[src/rtl/serial_addsub.sv]
// serial_addsub: digit-serial two's-complement adder/subtractor.
// An operation is captured on start, processed DIGIT bits per clock from the
// LSB upwards, and the full result is published on sum/cout/ovf together with
// a one-cycle done pulse. Results stay frozen until the next operation ends.
module serial_addsub #(
  parameter int WIDTH = 8,
  parameter int DIGIT = 1
) (
  input  logic             clk,
  input  logic             rst_n,
  input  logic             start,
  input  logic             sub,
  input  logic [WIDTH-1:0] a,
  input  logic [WIDTH-1:0] b,
  output logic             ready,
  output logic [WIDTH-1:0] sum,
  output logic             cout,
  output logic             ovf,
  output logic             done
);

  // Number of digit steps per operation and the counter width needed for it.
  localparam int N     = WIDTH / DIGIT;
  localparam int CNT_W = (N > 1) ? $clog2(N) : 1;

  typedef enum logic [1:0] {
    IDLE = 2'd0,
    RUN  = 2'd1,
    DONE = 2'd2
  } state_t;

  state_t           state;
  logic [WIDTH-1:0] op_a;      // first operand, shifted right one digit per step
  logic [WIDTH-1:0] op_b;      // second operand (inverted for subtract), shifted likewise
  logic [WIDTH-1:0] acc;       // partial result, filled from the top down
  logic             carry;     // carry between digit steps
  logic [CNT_W-1:0] cnt;       // digit index of the step being executed

  logic [DIGIT:0]   slice;     // current digit sum including its carry out
  logic [WIDTH-1:0] acc_next;  // partial result after absorbing the current digit
  logic             last;      // current step handles the most significant digit
  logic             msb_cin;   // carry into the MSB, valid on the last step

  // Combinational digit adder and the next partial-result value.
  always_comb begin
    // NOTE: every always_comb output gets a value on every path, so no latch is inferred.
    slice    = '0;
    acc_next = '0;
    last     = 1'b0;
    msb_cin  = 1'b0;

    slice    = {1'b0, op_a[DIGIT-1:0]} + {1'b0, op_b[DIGIT-1:0]} + (DIGIT+1)'(carry);
    // New digit enters at the top; after N steps the LSB digit sits at bit 0.
    acc_next = (acc >> DIGIT) | (WIDTH'(slice[DIGIT-1:0]) << (WIDTH - DIGIT));
    last     = (cnt == CNT_W'(N - 1));
    // Carry into the MSB recovered from the MSB's own sum bit: s = a ^ b ^ cin.
    msb_cin  = op_a[DIGIT-1] ^ op_b[DIGIT-1] ^ slice[DIGIT-1];
  end

  // Control FSM and datapath registers; all outputs are registered.
  always_ff @(posedge clk or negedge rst_n) begin
    if (!rst_n) begin
      // NOTE: operand, carry and counter registers are reset as well, so a
      // reset mid-operation leaves no trace of the abandoned operation.
      state <= IDLE;
      op_a  <= '0;
      op_b  <= '0;
      acc   <= '0;
      carry <= 1'b0;
      cnt   <= '0;
      ready <= 1'b1;
      sum   <= '0;
      cout  <= 1'b0;
      ovf   <= 1'b0;
      done  <= 1'b0;
    end else begin
      // NOTE: non-blocking assignments throughout, so every register samples
      // the pre-edge values of the others regardless of statement order.
      case (state)
        IDLE: begin
          done <= 1'b0;
          if (start && ready) begin
            op_a  <= a;
            op_b  <= sub ? ~b : b;
            carry <= sub;            // +1 completes the two's complement of b
            cnt   <= '0;
            acc   <= '0;
            ready <= 1'b0;
            state <= RUN;
          end
        end

        RUN: begin
          op_a  <= op_a >> DIGIT;
          op_b  <= op_b >> DIGIT;
          carry <= slice[DIGIT];
          acc   <= acc_next;
          cnt   <= cnt + CNT_W'(1);
          if (last) begin
            sum   <= acc_next;
            cout  <= slice[DIGIT];
            ovf   <= msb_cin ^ slice[DIGIT];
            done  <= 1'b1;
            state <= DONE;
          end
        end

        DONE: begin
          done  <= 1'b0;
          ready <= 1'b1;
          state <= IDLE;
        end

        default: begin
          done  <= 1'b0;
          ready <= 1'b1;
          state <= IDLE;
        end
      endcase
    end
  end

endmodule

[config.mk]
export PLATFORM = sky130hd
export DESIGN_NAME = serial_addsub
export DESIGN_NICKNAME = d
export VERILOG_FILES = /design/src/rtl/serial_addsub.sv
export SDC_FILE = /design/constraint.sdc
export NUM_CORES = 1
export LEC_CHECK = 0
export CORE_ASPECT_RATIO = 0.5
export CORE_UTILIZATION = 40
export CTS_BUF_LIST = sky130_fd_sc_hd__clkbuf_8
export DETAILED_ROUTE_END_ITERATION = 10
export GPL_ROUTABILITY_DRIVEN = 0
export GPL_TIMING_DRIVEN = 0
export PLACE_DENSITY_LB_ADDON = 0.1
export REMOVE_ABC_BUFFERS = 1
export SETUP_SLACK_MARGIN = 0.05
export SLEW_MARGIN = 40
export SYNTH_ARGS = -nofsm -noshare
export SYNTH_HDL_FRONTEND = slang
export SYNTH_SLANG_ARGS = --single-unit
[constraint.sdc]
create_clock -name clk -period 1.4 [get_ports clk]
set_input_delay 0.28 -clock clk [delete_from_list [all_inputs] [get_ports clk]]
set_output_delay 0.28 -clock clk [all_outputs]
set_load 0.01 [all_outputs]
After elaboration in Yosys (flattened, before gate mapping):

Cells that the tools add are included.

* bits in registers: 42
* bits of input ports: 20
* output and inout port bits: 12
* word-level logic and storage cells: 49

* add/subtract/negate cells: 3
* equality and inequality tests: 4
* mux-type cells: 18
* bitwise gates (word level): 6
* reductions and logical operators: 7

Operators with widths (number)
* 8-bit case mux with 2 select lines: 3
* 8-bit 2-to-1 mux: 4
* 8-bit inverter: 1
* 7-bit by 8-bit OR with 8-bit output: 1
* 2-bit AND reduction: 4
* 3-bit case mux with 2 select lines: 1
* 1-bit 2-to-1 mux: 4
* 2-bit 2-to-1 mux: 2
* 2-bit != test (second input constant): 2
* 1-bit case mux with 2 select lines: 2
* 2-bit case mux with 2 select lines: 1
* 3-bit by 1-bit adder with 3-bit output (second input constant): 1
* 3-bit equality test (second input constant): 1
* 3-bit 2-to-1 mux: 1
* 1-bit bitwise XOR: 3
* 1-bit by 1-bit adder with 2-bit output: 1
* 2-bit by 1-bit adder with 2-bit output: 1
* 2-bit by 1-bit equality test with 1-bit output (second input constant): 1
* 2-bit logical NOT: 1
* 2-bit nonzero test: 1
* 1-bit logical AND: 1
* 1-bit inverter: 1

Logic depth before layout (Yosys ltp):

Gate-level depths: netlist (run 1).

* depth in word-level cells: 4
* depth in mapped cells: 6

Least setup slack after synthesis (run 1):

No wires, ideal clock.

* kind: reg-to-reg
* from: register cnt[0]
* to: register sum[2]
* arrival: 1.425 ns
* path slack: -0.150 ns
* stages on the path, launching flop included: 6
* path buffers: 1
* cell sequence: dfrtp_1 ha_1 ha_1 nand3b_1 buf_4 mux2_2

* word-level cells in the longest chain between the ends: 2

Ends and longest elaborated chain
* from (decl): line 37 `logic [CNT_W-1:0] cnt;`
* from (signal assigned): line 98 `cnt <= cnt + CNT_W'(1);`
* 3-bit equality test: line 55 `last = (cnt == CNT_W'(N - 1));`
* 2-bit AND reduction (no line)
* to (signal assigned): line 100 `sum <= acc_next;`
* to (decl): line 16 `output logic [WIDTH-1:0] sum,`

No other way between the ends.
A chain may end at the register's enable or synchronous reset.

Worst setup path after layout (run 1):

* from: register op_b[0]
* to: register ovf

* word-level cells in the longest chain between the ends: 4

Ends and longest elaborated chain
* from (decl): line 34 `logic [WIDTH-1:0] op_b;`
* from (signal assigned): line 84 `op_b <= sub ? ~b : b;`
* from (signal assigned): line 95 `op_b <= op_b >> DIGIT;`
* 1-bit by 1-bit adder with 2-bit output: line 52 `slice = {1'b0, op_a[DIGIT-1:0]} + {1'b0, op_b[DIGIT-1:0]} + (DIGIT+1)'(carry);`
* 2-bit by 1-bit adder with 2-bit output: line 52
* 1-bit bitwise XOR: line 57 `msb_cin = op_a[DIGIT-1] ^ op_b[DIGIT-1] ^ slice[DIGIT-1];`
* 1-bit bitwise XOR (*): line 102 `ovf <= msb_cin ^ slice[DIGIT];`
* to (signal assigned): line 102
* to (decl): line 18 `output logic ovf,`

Mark *: on every way between the ends. The rest lies on a longest branch, timed or not.

==> run metrics, run 1 <==
IO Pins 32; first-pass GRT wire length between 6000 and 7000 um; initial antenna violation count 0; most common cell in the netlist dfrtp_1; worst hold endpoint ovf$_DFFE_PN0P_; setup TNS -0.461 ns; Clock Latency Late Sink between 0.2 and 0.3 ns; CTS root buffer clkbuf_8; beginning of the critical path op_b[0]$_DFFE_PN0P_; worst-path fanout max 2; min cycle time layout 1.47 ns; Total GRT Usage around 18%; row count 16; peak supply drop roughly 0.61 mV; Slew Limit Headroom 65.4%; Worst setup SP type register; reg2reg end ovf$_DFFE_PN0P_; fin worst setup slack -0.0674 ns; Synth warnings 0; Final Hold Slack 0.493 ns; Cells after DPL 220; largest net degree at the start of global routing 42; Least-Margin Pin Slew 0.519 ns; Routed Antenna Nets 0; Final Instance Count excl. Fillers between 200 and 300; Yosys top cell area share 56.5%; P per Cell Area 2040 nW/um^2; Finished Core Util roughly three fifths; r2r worst-path depth 5; Clock Skew slightly above 0.006 ns; Final Cycle Share 105%; CTS tree done; die width 96.2 um; FF-to-FF setup slack -0.07 ns; CTS max path bufs 2; Main synth FF type dfrtp_1; failing checks negative setup slack; Post-synth EDFFs 0; kind of critical path register to register; Netlist cell types 29; Syn Inst Count 145; CTS buffer count 5; 1st-iter DRT viols 67; Mean Syn Cell Area between 10 and 15 um^2; # H-tree levels 2; Routed WL ~3800 um; hpwl dp between 2000 and 2500 um; share of layout cells above drive strength 1 30.3%; outcome finished, violations left; top post-synthesis cells by count dfrtp_1 (40), o21ai_0 (18), a22o_1 (10); mapped cell area 1770 um^2; Slew Limit Fails 0; Reg-to-Reg Start op_b[0]$_DFFE_PN0P_; Synth area leader dfrtp_1; clk sinks 41; Hold Startpoint ovf$_DFFE_PN0P_; via count between 1000 and 1500; fmax around 700 MHz; IO buf count 31; n_diodes 0; Synth area leaders dfrtp_1 (56%), o21ai_0 (5.1%), mux2_2 (5.1%), a22o_1 (4.9%), mux2i_1 (4.0%); asr flop ratio synth between 90% and 100%; drt drc 0; Final Power between 5000 and 6000 uW; crit path DAT 1.65 ns; Req. time, crit path 1.59 ns; DR vias/cell around 5.2; initial core utilization roughly 44%; max-cap violations 0; RSZ-0062 raised after global routing yes; Seq/Total Area, Yosys approximately 58%; final setup fails 8; drt pass-1 iters 4; Die H ~50 um; Nets 220; DIE AREA roughly 4700 um^2; leakage power roughly 0.0012 uW; nature of the critical path endpoint register; P&R area growth vs syn 41.4%; clock-pin slew on the worst setup and hold paths approximately 0.080 ns; drt wl/cell between 15 and 20 um; vias in the first global route between 1000 and 1500; Yosys reg bits between 40 and 50; Core Region 4060 um^2; hold depth 2; Final Hold Vio Count 0; Hold Path Class register to register; Overflow after GRT 0
==> through the flow <==
step	setup slack (ns)	cell area (um^2)
6_report	-0.0674	2510
3_5_place_dp	-0.593	2100
3_3_place_gp	-1.01	2100
5_1_grt	-0.134	2510
4_1_cts	-0.0457	2410
2_1_floorplan	-0.280	1720
==> worst max path at each step <==
stage	to	slack, ns	cells past startpoint
global placement	sum[5]$_DFFE_PN0P_	-1.01	1
global route	ovf$_DFFE_PN0P_	-0.13	5
detailed placement	op_b[5]$_DFFE_PN0P_	-0.59	4
finish	ovf$_DFFE_PN0P_	-0.07	5
floorplan	op_a[3]$_DFFE_PN0P_	-0.28	3
CTS	ovf$_DFFE_PN0P_	-0.05	5
==> layout by cell type, fill, tap and decap left out, types with 3 or more instances in the layout <==
| cell type | instances |
|---|---|
| a22o_1 | 10 |
| or2_4 | 3 |
| buf_6 | 4 |
| mux2_4 | 8 |
| o21ai_0 | 12 |
| clkbuf_8 | 5 |
| dfrtp_1 | 38 |
| xor2_1 | 4 |
| a21oi_1 | 3 |
| o21ai_1 | 4 |
| inv_1 | 6 |
| nor2_1 | 7 |
| dlygate4sd2_1 | 13 |
| mux2i_1 | 7 |
| clkdlybuf4s50_1 | 16 |
| xnor2_1 | 6 |
| buf_4 | 16 |
| a221o_1 | 4 |
==> state kept, by name, indices dropped and copies added (netlist names) <==
| signal | flops |
|---|---|
| op_b | 8 |
| acc | 7 |
| ovf | 1 |
| cout | 1 |
| state | 2 |
| ready | 1 |
| op_a | 8 |
| cnt | 3 |
| carry | 1 |
| done | 1 |
| sum | 8 |
==> where the power goes <==
| part | total, uW | switching, uW | internal (uW) |
|---|---|---|---|
| clock | 725 | 387 | 338 |
| sequential | 2000 | 328 | 1670 |
| combinational | 2380 | 1040 | 1340 |
| total | 5100 | 1750 | 3350 |
==> kinds of logic (layout without fill, tap and decap cells) <==
family	after synthesis	after routing	share of synthesized area, %
AOI/OAI and AO/OA	42	42	16.1
DFF	41	41	57.9
buffers and inverters	17	67	4.38
and+or+nand+nor	16	19	4.59
muxes	15	15	9.03
xor gates and xnor gates	11	11	5.43
adders and majority gates	3	3	2.54
==> worst max-delay path, cell delays in order (launching register included) <==
cell and delay [ns]:
dfrtp_1 0.38, inv_2 0.05, fa_1 0.60, xnor2_2 0.13, xnor2_1 0.14, o21ai_1 0.07
==> final cells by class <==
| type | count | area [um^2] |
|---|---|---|
| fill | 329 | 1560 |
| sequential | 41 | 1030 |
| inverter | 7 | 26.3 |
| timing repair buffer | 52 | 474 |
| tap | 54 | 67.6 |
| clock inverter | 3 | 13.8 |
| clock buffer | 5 | 68.8 |
| multi-input combinational | 90 | 827 |
==> timing repair <==
| item | in CTS | in global routing |
|---|---|---|
| endpoints found under the hold margin | 40 | 0 |
| setup endpoints to repair | 51 | 28 |
| resized for setup | 43 | 17 |
| setup buffers | 16 | 4 |
| pin swaps | 11 | 6 |
| cloned | 2 | 1 |
| hold buffers | 1 | 0 |
==> routing by layer <==
layer  track usage (%)  share of wire [%]  vias to the layer above
met2              26.4                 47                       34
met3              5.14                5.3                        5
met5                 0                  0                        -
met1              25.2                 46                      663
li1                  -                  -                      620
met4              5.97                1.2                        0
Power figures use the tool's default switching activity.
==> run 2, diff against run 1 <==
Settings changed: TNS_END_PERCENT set to 20.
==> run 2 against run 1 <==
The flow still finishes with violations (negative setup slack); largest cell class unchanged; critical path depth unchanged; critical endpoint unchanged; hold slack worse by 0.012 ns; global-route usage shrank 0.51 points; highest routed layer unchanged; sequential power about the same; power fell by 4.4%; register-to-register slack about the same; via count decreased by 3.4%.
==> run metrics, run 2 (synthesis results as in run 1) <==
final setup fails 12; P per Cell Area around 2000 nW/um^2; Slew Limit Fails 0; Least-Margin Pin Slew about 0.52 ns; failing checks negative setup slack; Final Cycle Share 104%; most frequent cells in the layout dfrtp_1 (39), clkdlybuf4s50_1 (17), o21ai_0 (16); Slew Limit Headroom 65.2%; Final Hold Vio Count 0; vias in the first global route roughly 1300; RSZ-0062 raised after global routing yes; Final Hold Slack between 0.4 and 0.5 ns; r2r worst-path depth 5; drt wl/cell 14.7 um; Routed WL between 3000 and 4000 um; Die H between 40 and 50 um; clk sinks 41; Clock Latency Late Sink 0.29 ns; clock-pin slew on the worst setup and hold paths around 0.08 ns; nature of the critical path endpoint register; Total GRT Usage 17.4%; CTS max path bufs 2; Nets approximately 220; n_diodes 0; Overflow after GRT 0; FILL cells around 340; fmax roughly 690 MHz; max-cap violations 0; Worst setup SP type register; P&R area growth vs syn 37.1%; hold depth 2; leakage power between 0.001 and 0.0015 uW; Clock Skew 0.00621 ns; worst-path fanout max 2; Routed Antenna Nets 0; hpwl dp ~2100 um; 1st-iter DRT viols 57; CTS tree done; first-pass GRT wire length ~6000 um; register area 1030 um^2; Top Registers op_a x8, op_b x8, sum x8; outcome finished, violations left; Hold Path Class register to register; crit path DAT roughly 1.6 ns; commonest non-fill, non-tap cell in the layout dfrtp_1; DIE AREA around 4700 um^2; IO Pins 32; CTS buffer count 5; DR vias/cell slightly above 5; min cycle time layout ~1.5 ns; Core Region between 4000 and 5000 um^2; drt pass-1 iters 4; CTS root buffer clkbuf_8; share of layout cells above drive strength 1 approximately a quarter; via count around 1300; fin worst setup slack -0.0534 ns; initial antenna violation count 0; largest net degree at the start of global routing 42; kind of critical path register to register; die width ~96 um; drt drc 0; # H-tree levels 2; IO buf count 31; initial core utilization 43.6%; Final Power approximately 5000 uW; Req. time, crit path 1.58 ns; Multi-input gate area between 700 and 800 um^2; row count 16; peak supply drop about 0.6 mV
-- run 2: final cells by class --
| type | instances | area share [%] |
|---|---|---|
| Clock buffer | 5 | 2.83 |
| Clock inverter | 3 | 0.566 |
| Inverter | 7 | 1.08 |
| Multi-Input combinational cell | 89 | 32.3 |
| Sequential cell | 41 | 42.3 |
| Tap cell | 54 | 2.78 |
| Timing Repair Buffer | 48 | 18.2 |
-- run 2: stage by stage --
step                worst slack (ns)  TNS [ns]  utilization, %  cell area, um^2  instances
finish                       -0.0534    -0.431            59.8             2430        247
global route                  -0.119     -1.00            59.8             2430        247
CTS                          -0.0663    -0.508            58.5             2380        244
detailed placement            -0.593    -17.87            51.7             2100        220
global placement               -1.01    -65.69            51.7             2100        220
floorplan                     -0.280     -4.58               -             1720        135
-- run 2: critical path, cell delays in order, from the launching register on --
cell and delay (ns):
dfrtp_1 0.37, inv_2 0.05, fa_1 0.59, xnor2_2 0.13, xnor2_1 0.14, o21ai_1 0.07
-- run 2: report_power, final --
part | total (uW) | internal, uW | leakage [uW] | switching [uW]
clock network | 724 | 338 | 0.0000491 | 386
registers | 1980 | 1660 | 0.000522 | 319
logic | 2170 | 1240 | 0.000621 | 933
total | 4880 | 3240 | 0.00119 | 1640
-- run 2: worst paths after layout --
kind	to	slack, ns	start
worst max-delay path	ovf$_DFFE_PN0P_	-0.05	op_b[0]$_DFFE_PN0P_
worst min-delay path	cout$_DFFE_PN0P_	0.48	cout$_DFFE_PN0P_
worst max register to register	ovf$_DFFE_PN0P_	-0.05	op_b[0]$_DFFE_PN0P_
worst min register to register	cout$_DFFE_PN0P_	0.48	cout$_DFFE_PN0P_
max in group asynchronous	state[1]$_DFFE_PN0P_	0.51	rst_n
min in group asynchronous	op_a[6]$_DFFE_PN0P_	0.51	rst_n
-- run 2: layer usage --
layer  vias to the layer above  track usage, %  share of wire [%]
met3                         5            5.14                3.8
met4                         0            5.97                1.2
met1                       640            24.3                 48
met5                         -               0                  0
li1                        604               -                  -
met2                        28            25.7                 47
-- run 2: timing repair --
action | in CTS | in global routing
setup buffers | 13 | 3
hold buffers | 1 | 0
endpoints found under the hold margin | 40 | 0
resized for setup | 34 | 10
pin swaps | 6 | 12
cloned | 2 | 0
endpoints found under the setup margin | 51 | 37
